===== src/rtl/dac_spi_tx.sv =====
// dac_spi_tx
//   Takes the filtered per-channel sample stream (dv/chan/data) and ships each
//   update to a multi-channel SPI DAC. Each channel has a single pending slot.
//   A newer sample overwrites an older one that has not been sent yet. Pending
//   channels are served round-robin. Each frame is {CMD, chan[3:0], offset-binary
//   data} and is shifted out MSB first.
//
// Ports
//   clk_in        system clock
//   rst_in        asynchronous active-high reset (aborts any frame in flight)
//   dv_in         one-cycle sample strobe, accepted in every state
//   chan_in       channel of data_in; values >= N_CHAN are ignored
//   data_in       signed two's-complement sample
//   spi_sclk_out  SPI clock, idles low
//   spi_cs_n_out  SPI chip select, active low
//   spi_mosi_out  SPI data, changes after sclk falls
//   busy_out      high from LOAD through the end of GAP
//   done_out      one-cycle pulse on the first GAP cycle
//   done_chan_out channel of the frame that just completed
module dac_spi_tx #(
    parameter int          N_CHAN  = 8,
    parameter int          W_CHAN  = 5,
    parameter int          W_DATA  = 16,
    parameter int          CLK_DIV = 2,
    parameter int          CS_GAP  = 4,
    parameter logic [3:0]  CMD     = 4'h3
) (
    input  logic              clk_in,
    input  logic              rst_in,
    input  logic              dv_in,
    input  logic [W_CHAN-1:0] chan_in,
    input  logic [W_DATA-1:0] data_in,
    output logic              spi_sclk_out,
    output logic              spi_cs_n_out,
    output logic              spi_mosi_out,
    output logic              busy_out,
    output logic              done_out,
    output logic [W_CHAN-1:0] done_chan_out
);

    localparam int W_FRAME = 8 + W_DATA;
    localparam int N_HALF  = 2 * W_FRAME;
    localparam int W_DIV   = $clog2(CLK_DIV + 1);
    localparam int W_HALF  = $clog2(N_HALF);
    localparam int W_GAP   = $clog2(CS_GAP + 1);

    localparam logic [W_DIV-1:0]  DIV_LAST  = W_DIV'(CLK_DIV - 1);
    localparam logic [W_HALF-1:0] HALF_LAST = W_HALF'(N_HALF - 1);
    localparam logic [W_GAP-1:0]  GAP_LAST  = W_GAP'(CS_GAP - 1);
    localparam logic [W_CHAN-1:0] CHAN_LAST = W_CHAN'(N_CHAN - 1);
    localparam logic [W_CHAN:0]   N_CHAN_W  = (W_CHAN + 1)'(N_CHAN);
    localparam logic [W_DATA-1:0] SIGN_FLIP = {1'b1, {(W_DATA-1){1'b0}}};

    typedef enum logic [1:0] {S_IDLE, S_LOAD, S_SHIFT, S_GAP} state_t;

    state_t              r_state, w_state_next;
    logic [N_CHAN-1:0]   r_pend;
    logic [W_DATA-1:0]   r_val [N_CHAN];
    logic [W_CHAN-1:0]   r_sel;
    logic [W_CHAN-1:0]   r_rr_ptr;
    logic [W_FRAME-1:0]  r_shreg;
    logic                r_sclk, r_cs_n, r_mosi;
    logic [W_DIV-1:0]    r_div_cnt;
    logic [W_HALF-1:0]   r_half_cnt;
    logic [W_GAP-1:0]    r_gap_cnt;
    logic                r_done;
    logic [W_CHAN-1:0]   r_done_chan;

    logic [N_CHAN-1:0]   w_rot;
    logic [W_CHAN-1:0]   w_arb_sel;
    logic [W_DATA-1:0]   w_sel_val;
    logic [W_FRAME-1:0]  w_frame;
    logic                w_tick, w_last;

    // Pending flags rotated so bit 0 is the rr_ptr channel; the lowest set bit
    // is the next channel to serve.
    assign w_rot = N_CHAN'({r_pend, r_pend} >> r_rr_ptr);

    always_comb begin : arb
        logic [W_CHAN:0] sum;
        sum       = '0;
        w_arb_sel = '0;
        // Descending scan so the lowest rotated index is the one that sticks.
        for (int i = N_CHAN - 1; i >= 0; i--) begin
            if (w_rot[i]) begin
                sum = {1'b0, r_rr_ptr} + (W_CHAN + 1)'(i);
                if (sum >= N_CHAN_W) sum = sum - N_CHAN_W;
                w_arb_sel = W_CHAN'(sum);
            end
        end
    end

    always_comb begin
        w_sel_val = '0;
        for (int c = 0; c < N_CHAN; c++)
            if (r_sel == W_CHAN'(c)) w_sel_val = r_val[c];
    end

    // Inverting the MSB turns two's complement into offset binary.
    assign w_frame = {CMD, r_sel[3:0], w_sel_val ^ SIGN_FLIP};

    assign w_tick = (r_state == S_SHIFT) && (r_div_cnt == DIV_LAST);
    // Final sclk fall: the one after the last rising edge ends the frame.
    assign w_last = w_tick && r_sclk && (r_half_cnt == HALF_LAST);

    always_ff @(posedge clk_in or posedge rst_in) begin
        if (rst_in) r_state <= S_IDLE;
        else        r_state <= w_state_next;
    end

    always_comb begin
        w_state_next = r_state;
        case (r_state)
            S_IDLE:  if (|r_pend) w_state_next = S_LOAD;
            S_LOAD:  w_state_next = S_SHIFT;
            S_SHIFT: if (w_last) w_state_next = S_GAP;
            S_GAP:   if (r_gap_cnt == GAP_LAST) w_state_next = S_IDLE;
            default: w_state_next = S_IDLE;
        endcase
    end

    // Intake. The LOAD clear comes first so a write to the selected channel
    // in the same cycle keeps the flag set; the frame still latches the old value.
    always_ff @(posedge clk_in or posedge rst_in) begin
        if (rst_in) begin
            r_pend <= '0;
            for (int c = 0; c < N_CHAN; c++) r_val[c] <= '0;
        end else begin
            for (int c = 0; c < N_CHAN; c++) begin
                if (r_state == S_LOAD && r_sel == W_CHAN'(c)) r_pend[c] <= 1'b0;
                if (dv_in && chan_in == W_CHAN'(c)) begin
                    r_pend[c] <= 1'b1;
                    r_val[c]  <= data_in;
                end
            end
        end
    end

    always_ff @(posedge clk_in or posedge rst_in) begin
        if (rst_in) begin
            r_sel       <= '0;
            r_rr_ptr    <= '0;
            r_shreg     <= '0;
            r_sclk      <= 1'b0;
            r_cs_n      <= 1'b1;
            r_mosi      <= 1'b0;
            r_div_cnt   <= '0;
            r_half_cnt  <= '0;
            r_gap_cnt   <= '0;
            r_done      <= 1'b0;
            r_done_chan <= '0;
        end else begin
            r_done <= 1'b0;
            case (r_state)
                S_IDLE: if (|r_pend) r_sel <= w_arb_sel;
                S_LOAD: begin
                    r_shreg    <= w_frame;
                    r_mosi     <= w_frame[W_FRAME-1];
                    r_cs_n     <= 1'b0;
                    r_sclk     <= 1'b0;
                    r_div_cnt  <= '0;
                    r_half_cnt <= '0;
                end
                S_SHIFT: begin
                    if (w_tick) begin
                        r_div_cnt  <= '0;
                        r_sclk     <= ~r_sclk;
                        r_half_cnt <= r_half_cnt + 1'b1;
                        if (r_sclk) begin
                            if (w_last) begin
                                r_cs_n      <= 1'b1;
                                r_mosi      <= 1'b0;
                                r_done      <= 1'b1;
                                r_done_chan <= r_sel;
                                r_rr_ptr    <= (r_sel == CHAN_LAST) ? '0 : r_sel + 1'b1;
                                r_gap_cnt   <= '0;
                            end else begin
                                // Falling edge: present the next bit.
                                r_shreg <= {r_shreg[W_FRAME-2:0], 1'b0};
                                r_mosi  <= r_shreg[W_FRAME-2];
                            end
                        end
                    end else begin
                        r_div_cnt <= r_div_cnt + 1'b1;
                    end
                end
                S_GAP: r_gap_cnt <= r_gap_cnt + 1'b1;
                default: ;
            endcase
        end
    end

    assign spi_sclk_out  = r_sclk;
    assign spi_cs_n_out  = r_cs_n;
    assign spi_mosi_out  = r_mosi;
    assign busy_out      = (r_state != S_IDLE);
    assign done_out      = r_done;
    assign done_chan_out = r_done_chan;

endmodule


===== config.mk =====
export PLATFORM = sky130hd
export DESIGN_NAME = dac_spi_tx
export DESIGN_NICKNAME = d
export VERILOG_FILES = /design/src/rtl/dac_spi_tx.sv
export SDC_FILE = /design/constraint.sdc
export NUM_CORES = 1
export LEC_CHECK = 0
export CAP_MARGIN = 10
export CORE_ASPECT_RATIO = 1.2
export CORE_MARGIN = 2
export CORE_UTILIZATION = 35
export CTS_CLUSTER_SIZE = 24
export DETAILED_ROUTE_END_ITERATION = 12
export PLACE_DENSITY = 0.55
export SYNTH_ARGS = -nofsm -noshare
export SYNTH_HDL_FRONTEND = slang
export SYNTH_SLANG_ARGS = --single-unit

===== constraint.sdc =====
create_clock -name clk_in -period 8.5 [get_ports clk_in]
set_clock_uncertainty 0.15 [all_clocks]
set_input_delay 0.85 -clock clk_in [delete_from_list [all_inputs] [get_ports clk_in]]
set_output_delay 0.85 -clock clk_in [all_outputs]
set_load 0.005 [all_outputs]

# After elaboration in Yosys (flattened, before gate mapping)
# Cells that the tools add are included.
# op_classes
addsub,19
order_cmp,8
eq_ne,26
shift,1
mux,71
bitwise,2
n_reduce_logical,42
# ops
cell,count
2-to-1 mux 16 bit,8
2-to-1 mux 5 bit,17
2-to-1 mux 23 bit,3
one-hot mux 23 bit (2 select lines),1
">= comparator 6 x 4 -> 1 bit, second input constant",7
"equality test 5 x 3 -> 1 bit, second input constant",8
"subtractor 5 x 4 -> 5 bit, second input constant",8
2-to-1 mux 1 bit,27
"adder 5 x 3 -> 6 bit, second input constant",4
nonzero test 2 bit,11
"equality test 5 x 2 -> 1 bit, second input constant",4
logical AND 1 bit,19
AND reduction 4 bit,4
>> shifter 16 x 5 -> 8 bit,1
"adder 5 x 2 -> 6 bit, second input constant",2
"inequality test 2 bit, second input constant",6
one-hot mux 6 bit (2 select lines),1
"equality test 5 x 1 -> 1 bit, second input constant",2
zero test 5 bit,2
2-to-1 mux 3 bit,3
2-to-1 mux 2 bit,4
one-hot mux 2 bit (4 select lines),1
OR reduction 8 bit,1
"adder 5 x 1 -> 6 bit, second input constant",1
other kinds (17),24
# totals
register_bits,191
inputBits,24
output_inout_bits,10
wordCells,197

# Depth between registers and ports, before layout
# depth
ltp_word,11
ltp_mapped,13
depth_no_buf,10

# Worst setup path after synthesis
# No wires, ideal clock.
# synth_timing
kind,input to register
startpoint,in chan_in[3]
endpoint,reg r_val[64] (netlist bit)
setup_time_ns,0.125
arrival_time_ns,2.360
t_required_ns,8.225
slack_ns,5.866
stages,7
n_path_buf,2
cell_sequence,nor2_1 -> nand2_1 -> nor2_1 -> nor2b_1 -> clkbuf_1 -> clkbuf_1 -> mux2_2
# synth_between
elab_chain_cells,2
# synth_lines
item,line,source
start: declaration,31,"input logic [W_CHAN-1:0] chan_in,"
equality test 5 x 2 -> 1 bit,131,if (dv_in && chan_in == W_CHAN'(c)) begin
logical AND 1 bit,131,
end signal: indexed assignment,133,r_val[c] <= data_in;
end: declaration,58,logic [W_DATA-1:0] r_val [N_CHAN];
# Every way passes these cells.
# A chain may end at the register's enable or synchronous reset.

# Final worst setup path
# layout_timing
startpoint,reg r_state[0]
endpoint,reg r_shreg[15]
# layout_between
elab_chain_cells,6
word_cells_on_any_way,11
classes_between,5 x eq/ne; 1 x mux; 5 x reduce/logical
# layout_lines
item,line,source
start: declaration,56,"state_t r_state, w_state_next;"
start signal: assignment,108,else r_state <= w_state_next;
equality test 2 bit,"102, 154",
logical AND 1 bit,102,assign w_tick = (r_state == S_SHIFT) && (r_div_cnt == DIV_LAST);
logical AND 1 bit (2 in series),104,assign w_last = w_tick && r_sclk && (r_half_cnt == HALF_LAST);
inequality test 2 bit (no line),--,
AND reduction 4 bit (no line),--,
end signal: assignment,157,r_shreg <= w_frame;
end signal: assignment,179,"r_shreg <= {r_shreg[W_FRAME-2:0], 1'b0};"
end: declaration,61,logic [W_FRAME-1:0] r_shreg;
# Several ways; a longest one is shown, not always the timed one.

==> reports/metrics.cfg <==
[run_status]
run_status=finished, final reports clean

[setup_path]
worst-endpoint-required_ns=8.71
cp-start-kind=register
worstPathMaxFanout=28
critical_path.endpoint_type=register
critical_path_class=reg -> reg
critical_path_arrival_ns=3.56

[cts]
ctsLongestPathBuffers=2
clock_latency_ns=0.44
clock_tree.htree_level_count=4
cts_root_buffer=sky130_fd_sc_hd__clkbuf_16
numCtsBuffers=17
cts_hold_repair.buffers=0
tritoncts=built
postCtsResizedCells=0
postCtsSetupBuffers=0
clkSinkCount=191
clkTransAtPathRegs_ns=0.07

[logic_synthesis]
yosysSeqAreaShare_pct=47.6
mapped_area_sq_mm=0.0100
yosys-top-cells-area=sky130_fd_sc_hd__dfrtp_1 47%, sky130_fd_sc_hd__mux2_2 14%, sky130_fd_sc_hd__nand2_1 3.5%
yosysMostFrequentCell=sky130_fd_sc_hd__dfrtp_1
ys_top_cells_by_count=190 x sky130_fd_sc_hd__dfrtp_1, 129 x sky130_fd_sc_hd__mux2_2, 93 x sky130_fd_sc_hd__nand2_1, 62 x sky130_fd_sc_hd__o21ai_0, 58 x sky130_fd_sc_hd__nor2_1
avgSynthCellArea_sq_um=10.7
synth.lib_cells_used.distinct=77
synthesis_stage_register_bit_count=191
synth-main-ff-cell=sky130_fd_sc_hd__dfrtp_1
synth_fp_nets=987
synth_area_leader=sky130_fd_sc_hd__dfrtp_1
netlist_instances=937
async_flop_share_pct=100
yosys_warnings=0
synth-edff-count=0
synth_largest_type_area_fraction_pct=47.3

[routing]
route.detailed.wl_per_inst_microns=18.4
vias=7316
route.antenna.remaining_nets=0
drt-initial-drc-count=454
remaining_drc_errors=0
drt-pass1-iter-count=5
drt-vias-per-instance=5.50
postRouteWirelength_microns=24500

[timing]
worst_slew_margin_rel_pct=26.9
max_transition_viols_final=0
period_needed_ns=3.36
finalSetupViolCount=0
finalHoldViolCount=0
achievable-frequency_ghz=0.298
tns_ns=0
rsz_0062_raised_after_global_routing=false
fin_worst_hold_slack_ns=0.317
final.period_utilization_pct=39.5
timing_worst_slew_pin_value_ns=1.09

[global_routing]
antenna_found_initial=0
via_count_of_the_first_global_routing_pass=7388
global_route.usage.total_pct=17.3
grt_pass1_wl_microns=40500
grt-ovfl-total=0
grt_start_max_net_pins=142

[final_layout]
layout.core_utilization_pct=40.2
fill_cells=2793
post_layout_nonfiller_instances=1331
num_antenna_cells=0
area_growth_syn_to_layout_pct=12.4
design.final.nets=992
drive_gt1_share_pct=20.4

[power]
power.density_mw_per_mm2=189
static-leakage-power_nw=4.95
irDropWorstVdd_v=0.000139

[job]
maxcap_viol_count=0

[floorplan]
rows=67
core-area_sq_mm=0.0281
initial_utilization_pct=35.8
pin_count=34
design.die.area_sq_mm=0.0301
die-height_microns=190
fp.dieW_microns=159

[placed_design]
routabilityCongestion=0.835
numPlacedInstances=1302
numPortBuffers=33
place.detailed.hpwl_microns=16100

[hold_path]
hp-class=reg -> reg

[through the flow]
step,setup WS [ns],cell area (sq um),power (mW)
5_1_grt,4.79,11300,2.24
4_1_cts,5.08,11300,2.16
6_report,5.14,11300,2.14
3_3_place_gp,5.12,10700,1.34
3_5_place_dp,5.10,10700,1.35
2_1_floorplan,2.30,10000,1.28
[registers in the layout, summed over array words and instances, names as in the netlist, 2 cells and up]
signal and flops:
r_val 128, r_shreg 23, r_pend 8, r_half_cnt 6, done_chan_out 5, r_rr_ptr 5, r_sel 5, r_gap_cnt 3
r_div_cnt 2, r_state 2
[layout make-up]
class                           instances  area, sq um  area share (%)
Clock buffer                           19          443            3.93
Inverter                               24         98.8           0.876
Timing Repair Buffer                   45          420            3.73
Tap cell                              379          474            4.20
Sequential cell                       191         4780            42.4
Multi-Input combinational cell        663         4930            43.7
Clock inverter                         10          139            1.23
[per-layer routing]
| metal | global-route usage [%] | share of wire (%) |
|---|---|---|
| met2 | 28.3 | 49 |
| met5 | 0 | 0 |
| met4 | 6.58 | 2.7 |
| met1 | 22.9 | 45 |
| met3 | 2.85 | 2.8 |
[cell usage in the layout (no fill, tap or decap), drive strengths merged, types with 4 or more instances in the layout]
cell / n
a22oi: 5
mux4: 6
mux2: 130
nor4: 5
nor2b: 9
dfrtp: 190
o21ai: 63
xnor2: 12
o31ai: 6
xor2: 7
nand3: 25
nand2: 93
a211oi: 16
a221oi: 14
buf: 12
or3: 6
a32oi: 17
clkinv: 6
o211ai: 13
clkbuf: 19
a21oi: 41
and2: 5
inv: 24
mux2i: 14
o21a: 4
nor2: 58
a211o: 4
a31oi: 6
a21o: 5
ha: 26
nor3: 11
a22o: 5
nand3b: 5
o22ai: 9
clkdlybuf4s50: 33
and3: 4
[worst paths after layout]
kind	from	end	slack [ns]	cells past startpoint
max reg2reg	r_state[0]	r_shreg[15]	5.14	10
max in group asynchronous	rst_in	r_val[40]	5.99	3
max	r_state[0]	r_shreg[15]	5.14	10
min reg2reg	r_shreg[22]	r_shreg[22]	0.32	2
min	r_shreg[22]	r_shreg[22]	0.32	2
min in group asynchronous	rst_in	r_pend[0]	0.87	2
[report_power, final]
group,total [mW],leakage (nW),internal [mW],switching [mW]
clock network,0.812,0.285,0.467,0.346
registers,1.09,2.45,1.03,0.0618
logic,0.233,2.22,0.136,0.0972
[kinds of logic (layout without fill, tap and decap cells)]
group | after synthesis | in the layout | share of synthesized area (%)
AO/OA/AOI/OAI | 231 | 231 | 15.7
XOR/XNOR | 19 | 19 | 1.66
flip-flops | 191 | 191 | 47.6
multiplexers | 150 | 150 | 17.4
AND/OR/NAND/NOR | 237 | 237 | 10.9
adder cells (fa/ha/maj) | 26 | 26 | 3.24
buffers and inverters | 83 | 98 | 3.51
[worst max-delay path, cell delays in order, from the launching register on]
cell and delay (ns):
sky130_fd_sc_hd__dfrtp_1 0.41, sky130_fd_sc_hd__inv_1 0.10, sky130_fd_sc_hd__ha_1 0.19, sky130_fd_sc_hd__nand3b_2 0.14
sky130_fd_sc_hd__or3_1 0.40, sky130_fd_sc_hd__or3_1 0.53, sky130_fd_sc_hd__clkinv_2 0.25, sky130_fd_sc_hd__or2_1 0.72
sky130_fd_sc_hd__or3_1 0.20, sky130_fd_sc_hd__o21ai_0 0.07, sky130_fd_sc_hd__a21oi_1 0.11
No activity file was read; power rests on OpenSTA's default activity.
